<file path="config.mk">
export PLATFORM = sky130hd
export DESIGN_NAME = alu_op_sequencer
export DESIGN_NICKNAME = d
export VERILOG_FILES = /design/src/rtl/alu_op_sequencer.sv
export SDC_FILE = /design/constraint.sdc
export NUM_CORES = 1
export LEC_CHECK = 0
export ABC_AREA = 1
export ABC_CLOCK_PERIOD_IN_PS = 2800
export CAP_MARGIN = 20
export CORE_MARGIN = 3
export CORE_UTILIZATION = 35
export CTS_CLUSTER_DIAMETER = 50
export CTS_CLUSTER_SIZE = 30
export DETAILED_ROUTE_END_ITERATION = 12
export HOLD_SLACK_MARGIN = 0.15
export PLACE_DENSITY = 0.66
export SKIP_LAST_GASP = 1
export SYNTH_ARGS = -nofsm -noshare
export SYNTH_HDL_FRONTEND = slang
export SYNTH_SLANG_ARGS = --single-unit
</file>
<file path="constraint.sdc">
create_clock -name clk -period 2.8 [get_ports clk]
set_input_delay 0.56 -clock clk [delete_from_list [all_inputs] [get_ports clk]]
set_output_delay 0.56 -clock clk [all_outputs]
set_load 0.02 [all_outputs]
</file>
<file path="src/rtl/alu_op_sequencer.sv">
// alu_op_sequencer: self-test driver for an ALU + golden-result ROM pair.
// On an accepted start it latches both operands, then walks op = 0..NUM_OPS-1.
// Each op takes two cycles. In ISSUE the ROM read is issued. In WAIT the ROM
// word and the ALU result are compared. Pass/fail counts and the first failing
// op are kept in registers and hold their values after the run ends.
module alu_op_sequencer #(
    parameter int unsigned BITS      = 8,
    parameter int unsigned OP        = 4,
    parameter int unsigned SIZE      = 6,
    parameter int unsigned NUM_OPS   = 7,
    parameter int unsigned BASE_ADDR = 0
) (
    input  logic            clk,
    input  logic            reset,
    input  logic            start,
    input  logic [BITS-1:0] a_in,
    input  logic [BITS-1:0] b_in,
    input  logic [BITS-1:0] alu_out,
    input  logic [BITS-1:0] rom_data,
    output logic [OP-1:0]   op,
    output logic [BITS-1:0] inp1,
    output logic [BITS-1:0] inp2,
    output logic [SIZE-1:0] rom_addr,
    output logic            rom_en,
    output logic            busy,
    output logic            done,
    output logic [SIZE-1:0] pass_cnt,
    output logic [SIZE-1:0] fail_cnt,
    output logic            fail_seen,
    output logic [OP-1:0]   first_fail_op
);

    localparam logic [OP-1:0]   LAST_OP = OP'(NUM_OPS - 1);
    localparam logic [SIZE-1:0] BASE    = SIZE'(BASE_ADDR);

    typedef enum logic [1:0] {
        S_IDLE  = 2'd0,
        S_ISSUE = 2'd1,
        S_WAIT  = 2'd2,
        S_DONE  = 2'd3
    } state_t;

    state_t state;

    // Sequencer FSM. Each output is written on the edge that enters the state
    // it belongs to, so all outputs come straight from flops.
    always_ff @(posedge clk or negedge reset) begin
        if (!reset) begin
            state         <= S_IDLE;
            op            <= '0;
            inp1          <= '0;
            inp2          <= '0;
            rom_addr      <= '0;
            rom_en        <= 1'b0;
            busy          <= 1'b0;
            done          <= 1'b0;
            pass_cnt      <= '0;
            fail_cnt      <= '0;
            fail_seen     <= 1'b0;
            first_fail_op <= '0;
        end else begin
            done <= 1'b0;
            case (state)
                S_IDLE: begin
                    rom_en <= 1'b0;
                    busy   <= 1'b0;
                    if (start) begin
                        inp1          <= a_in;
                        inp2          <= b_in;
                        op            <= '0;
                        rom_addr      <= BASE;
                        pass_cnt      <= '0;
                        fail_cnt      <= '0;
                        fail_seen     <= 1'b0;
                        first_fail_op <= '0;
                        rom_en        <= 1'b1;
                        busy          <= 1'b1;
                        state         <= S_ISSUE;
                    end
                end
                S_ISSUE: begin
                    // ROM samples rom_addr on this edge; its word is valid in WAIT
                    rom_en <= 1'b0;
                    state  <= S_WAIT;
                end
                S_WAIT: begin
                    // An X/Z on either side leaves the condition unknown and takes the fail branch
                    if (alu_out == rom_data) begin
                        pass_cnt <= pass_cnt + SIZE'(1);
                    end else begin
                        fail_cnt <= fail_cnt + SIZE'(1);
                        if (!fail_seen) begin
                            fail_seen     <= 1'b1;
                            first_fail_op <= op;
                        end
                    end
                    if (op == LAST_OP) begin
                        busy  <= 1'b0;
                        done  <= 1'b1;
                        state <= S_DONE;
                    end else begin
                        op       <= op + OP'(1);
                        rom_addr <= rom_addr + SIZE'(1);
                        rom_en   <= 1'b1;
                        state    <= S_ISSUE;
                    end
                end
                S_DONE: begin
                    // start is deliberately not looked at here
                    state <= S_IDLE;
                end
                default: begin
                    state <= S_IDLE;
                end
            endcase
        end
    end

endmodule

</file>
# After elaboration in Yosys (flattened, before gate mapping)
# Cells that the tools add are included.
# totals
ff_bits,48
output_inout_bits,46
# op_classes
n_addsub,4
eq_ne,11
n_mux,26
reduce_logical,10
# ops
op,count
6-bit one-hot mux with 2 select lines,3
6-bit two-way mux,4
6-bit by 1-bit adder with 6-bit output (second input constant),3
4-bit two-way mux,4
4-bit one-hot mux with 2 select lines,2
2-bit != test (second input constant),6
3-bit AND reduction,3
8-bit == test,1
2-bit one-hot mux with 4 select lines,1
1-bit two-way mux,7
2-bit AND reduction,3
4-bit by 1-bit adder with 4-bit output (second input constant),1
2-bit == test (second input constant),2
4-bit by 3-bit == test with 1-bit output (second input constant),1
2-bit two-way mux,2
1-bit one-hot mux with 2 select lines,2
4-bit AND reduction,1
1-bit one-hot mux with 3 select lines,1
3-bit nonzero test,1
2-bit by 1-bit == test with 1-bit output (second input constant),1
2-bit zero test,1
2-bit nonzero test,1

# Depth between registers and ports, before layout
# depth
depth_word,3
depth_mapped,11

# Least setup slack after synthesis
# OpenSTA, ideal clock, no wires.
# synth_timing
path_type,register -> register
startpoint,register state[0]
endpoint,register pass_cnt[0]
setup_time_ns,0.118
t_arrival_ns,1.524
required_ns,2.682
slack_ns,1.158
stages_incl_launch_ff,12
path_buffers,0
cell_sequence,dfrtp_1 -> inv_1 -> ha_1 -> inv_2 -> a21oi_1 -> nand3_1 -> nor2_1 -> nand2_2 -> nand2_2 -> nand2_2 -> nand2_1 -> nand2_1
# synth_via
elab_chain_len,3
# synth_rtl
element,line,rtl
from (decl),43,state_t state;
from (signal assigned),49,state <= S_IDLE;
from (signal assigned),78,state <= S_ISSUE;
from (signal assigned),84,state <= S_WAIT;
2-bit == test / 2-bit zero test (equally long branches),63,case (state)
2-bit != test (no source line) / 2-bit nonzero test (equally long branches),n/a,
3-bit AND reduction (no source line),n/a,
to (signal assigned),89,pass_cnt <= pass_cnt + SIZE'(1);
to (decl),27,"output logic [SIZE-1:0] pass_cnt,"
# Several ways; a longest one is shown, not always the timed one.
# A chain may end at the register's enable or synchronous reset.

# Worst setup path in the final report
# layout_timing
startpoint,register state[0]
endpoint,register pass_cnt[3]
# The elaborated chain is that of the path after synthesis.

==> metrics.md <==
| Metric | Value |
|---|---|
| Number of global-route vias before repair | 2093 |
| Fin area | around 3400 sq um |
| Setup bufs post-CTS | 0 |
| Worst path most repeated cell | nand2_2 |
| TritonCTS clock tree | built |
| Nature of the critical path endpoint | register |
| Post-Syn Area | 2430 sq um |
| CTS resizes | 0 |
| Routed Antenna Nets | 0 |
| Clock root buffer master | clkbuf_8 |
| Via count | approximately 2200 |
| Fin nets | roughly 440 |
| Die area | roughly 8000 sq um |
| Cts hold-fix bufs | 0 |
| Run status | completed |
| I/O Buffers | 80 |
| Worst r2r src | state[0] |
| Commonest non-fill, non-tap cell in the layout | nand2_1 |
| Slowest-stage cell, CP | dfrtp_1 |
| Fillers | 631 |
| Placer Congestion | 0.734 |
| CTS H-tree lvls | 2 |
| RSZ-0062 raised after global routing | false |
| Largest stage delay, worst path | a little over 0.4 ns |
| Tcrit/Tclk final | ~72% |
| Post-Syn Nets | 351 |
| Worst slew pin tran | between 0.5 and 0.6 ns |
| Die height | 89.3 microns |
| Synth-to-layout area growth | 41.2% |
| First drt pass iteration count | 4 |
| Gr usage total | between 10% and 20% |
| First-pass GRT wire length | ~9400 microns |
| Overflow after GRT | 0 |
| Critical path origin | state[0] |
| Top Family by Delay on Critical Path | simple AND/OR/NAND/NOR gates |
| Max-Cap Viols | 0 |
| Initial antenna violation count | 0 |
| WL per Instance | 12.2 microns |
| Final setup fails | 0 |
| Starting Density | a little under two fifths |
| Synth area leader | dfrtp_1 |
| Clk Latency, worst-skew pair | roughly 0.30 ns |
| Share of layout cells above drive strength 1 | 6.87% |
| Core Area | around 6500 sq um |
| Min Clock Period, post-route | approximately 2.0 ns |
| Final TNS setup | 0 ns |
| Synthesized instance count | a little over 300 |
| Kind of critical path | reg -> reg |
| Bufs and invs on worst path | 3 |
| Num CTS Buffers | 5 |
| Placed Area | ~3300 sq um |
| Yosys reg bits | 48 |
| Crit-path cells | inv_1 -> ha_1 -> buf_4 -> inv_2 -> a21oi_1 -> nand3_1 -> nor2_1 -> nand2_2 -> nand2_2 -> nand2_2 -> nand2_1 -> nand2_1 |
| Worst hold-check path type | in -> async |
| Maximum VDD drop | approximately 0.42 mV |
| Clk buf depth | 2 |
| Slew Limit Headroom | between 60% and 70% |
| Share of the synthesized area in the top cell type | between 40% and 50% |
| Fmax | 0.499 GHz |
| Row count | 29 |
| Final hold vios | 0 |
| Top Ports | between 80 and 90 |
| Largest net degree at the start of global routing | 26 |
| Clock Skew | 0.00637 ns |
| Via density | about 4.6 |
| Clock slew at reported path FFs | around 0.09 ns |
| Clk sinks | 48 |
| Routed WL | about 5700 microns |
| Syn avg cell area | 7.91 sq um |
| Worst Path Required | roughly 3 ns |
| Post-route DRC violation count | 0 |
| Count of different cell masters after synthesis | 27 |
| Synth area leaders | dfrtp_1, nand2_1, inv_1 |
| Final Max Tran Viols | 0 |
| Most frequent cells in the layout | nand2_1, clkdlybuf4s50_1, dfrtp_1 |
| Crit path DAT | 2.20 ns |
| Synth Warn # | 0 |
| WHS | between 0.2 and 0.25 ns |
| Register area share after synthesis | about half |
| Ant diodes | 0 |
| Worst-path fanout max | 11 |
| Die X | around 89 microns |
| HPWL Detailed | 4380 microns |
| Critical path startpoint category | register |
| Detailed Route Iter0 Violations | 66 |
| Leakage | between 0.0015 and 0.002 uW |
| Pwr/cell area | 882 nW/um^2 |
## through the flow
stage	power, uW	instances	util [%]	setup slack [ns]
after floorplan	1930	307	-	1.16
after global placement	2530	462	50.9	0.740
after detailed placement	2560	462	50.9	0.698
after CTS	3070	470	52.5	0.771
after global routing	3270	470	52.5	0.540
final	3020	470	52.5	0.795
## area by class of cell
cell class,instances,area (sq um),share of cell area [%]
Sequential cell,48,1200,35.0
Tap cell,77,96.3,2.81
Timing Repair Buffer,85,833,24.3
Clock inverter,2,35.0,1.02
Clock buffer,6,72.6,2.12
Inverter,34,128,3.72
Multi-Input combinational cell,218,1060,31.0
## power by group
| group | internal [uW] | total (uW) | switching, uW |
|---|---|---|---|
| combinational | 614 | 1460 | 849 |
| clock | 265 | 499 | 233 |
| sequential | 904 | 1060 | 158 |
| total | 1780 | 3020 | 1240 |
## metal layers
| metal | vias to the layer above | GRT usage [%] | wire, microns |
|---|---|---|---|
| met2 | 44 | 24.9 | 2830 |
| met4 | 0 | 5.01 | 88 |
| met1 | 995 | 19.7 | 2550 |
| met3 | 7 | 3.32 | 254 |
| met5 | - | 0 | 0 |
| li1 | 1128 | - | - |
## logic make-up (layout without fill, tap and decap cells)
family	after synthesis	in the layout	synth area share (%)
AOI/OAI and AO/OA	30	30	6.85
xor gates and xnor gates	6	6	2.16
adders and majority gates	9	9	4.64
buffers and inverters	41	127	6.75
DFF	48	48	49.5
muxes	1	1	0.412
and+or+nand+nor	172	172	29.7
## final timing paths
kind | endpoint | slack, ns | cells past startpoint
worst max-delay path | pass_cnt[3] | 0.80 | 12
worst min-delay path | pass_cnt[0] | 0.24 | 1
worst max register to register | pass_cnt[3] | 0.80 | 12
worst min register to register | inp2[2] | 0.48 | 2
max in group asynchronous | rom_addr[2] | 1.96 | 2
min in group clk | inp2[2] | 0.48 | 2
## registers in the layout, indices dropped and copies added, names as in the netlist
name,count
state,2
fail_cnt,6
inp2,8
rom_en,1
inp1,8
busy,1
rom_addr,6
done,1
pass_cnt,6
op,4
first_fail_op,4
fail_seen,1
## synthesized netlist by cell type
| cell type | count |
|---|---|
| inv_2 | 2 |
| buf_6 | 1 |
| nor2_1 | 21 |
| dfrtp_1 | 48 |
| o22ai_1 | 1 |
| xor2_1 | 1 |
| nor3b_2 | 1 |
| xnor2_1 | 5 |
| mux2i_1 | 1 |
| nand2_2 | 6 |
| o21ai_1 | 3 |
| nand3b_1 | 1 |
| o31ai_1 | 1 |
| buf_2 | 2 |
| a31oi_1 | 1 |
| or2_2 | 2 |
| a21oi_1 | 10 |
| inv_1 | 32 |
| clkbuf_1 | 4 |
| nand3_1 | 16 |
| ha_1 | 9 |
| nand2_1 | 118 |
| o21ai_4 | 1 |
| nor3_2 | 2 |
| nand4_1 | 4 |
| o21ai_0 | 13 |
| nor3_1 | 1 |
Power figures use the tool's default switching activity.
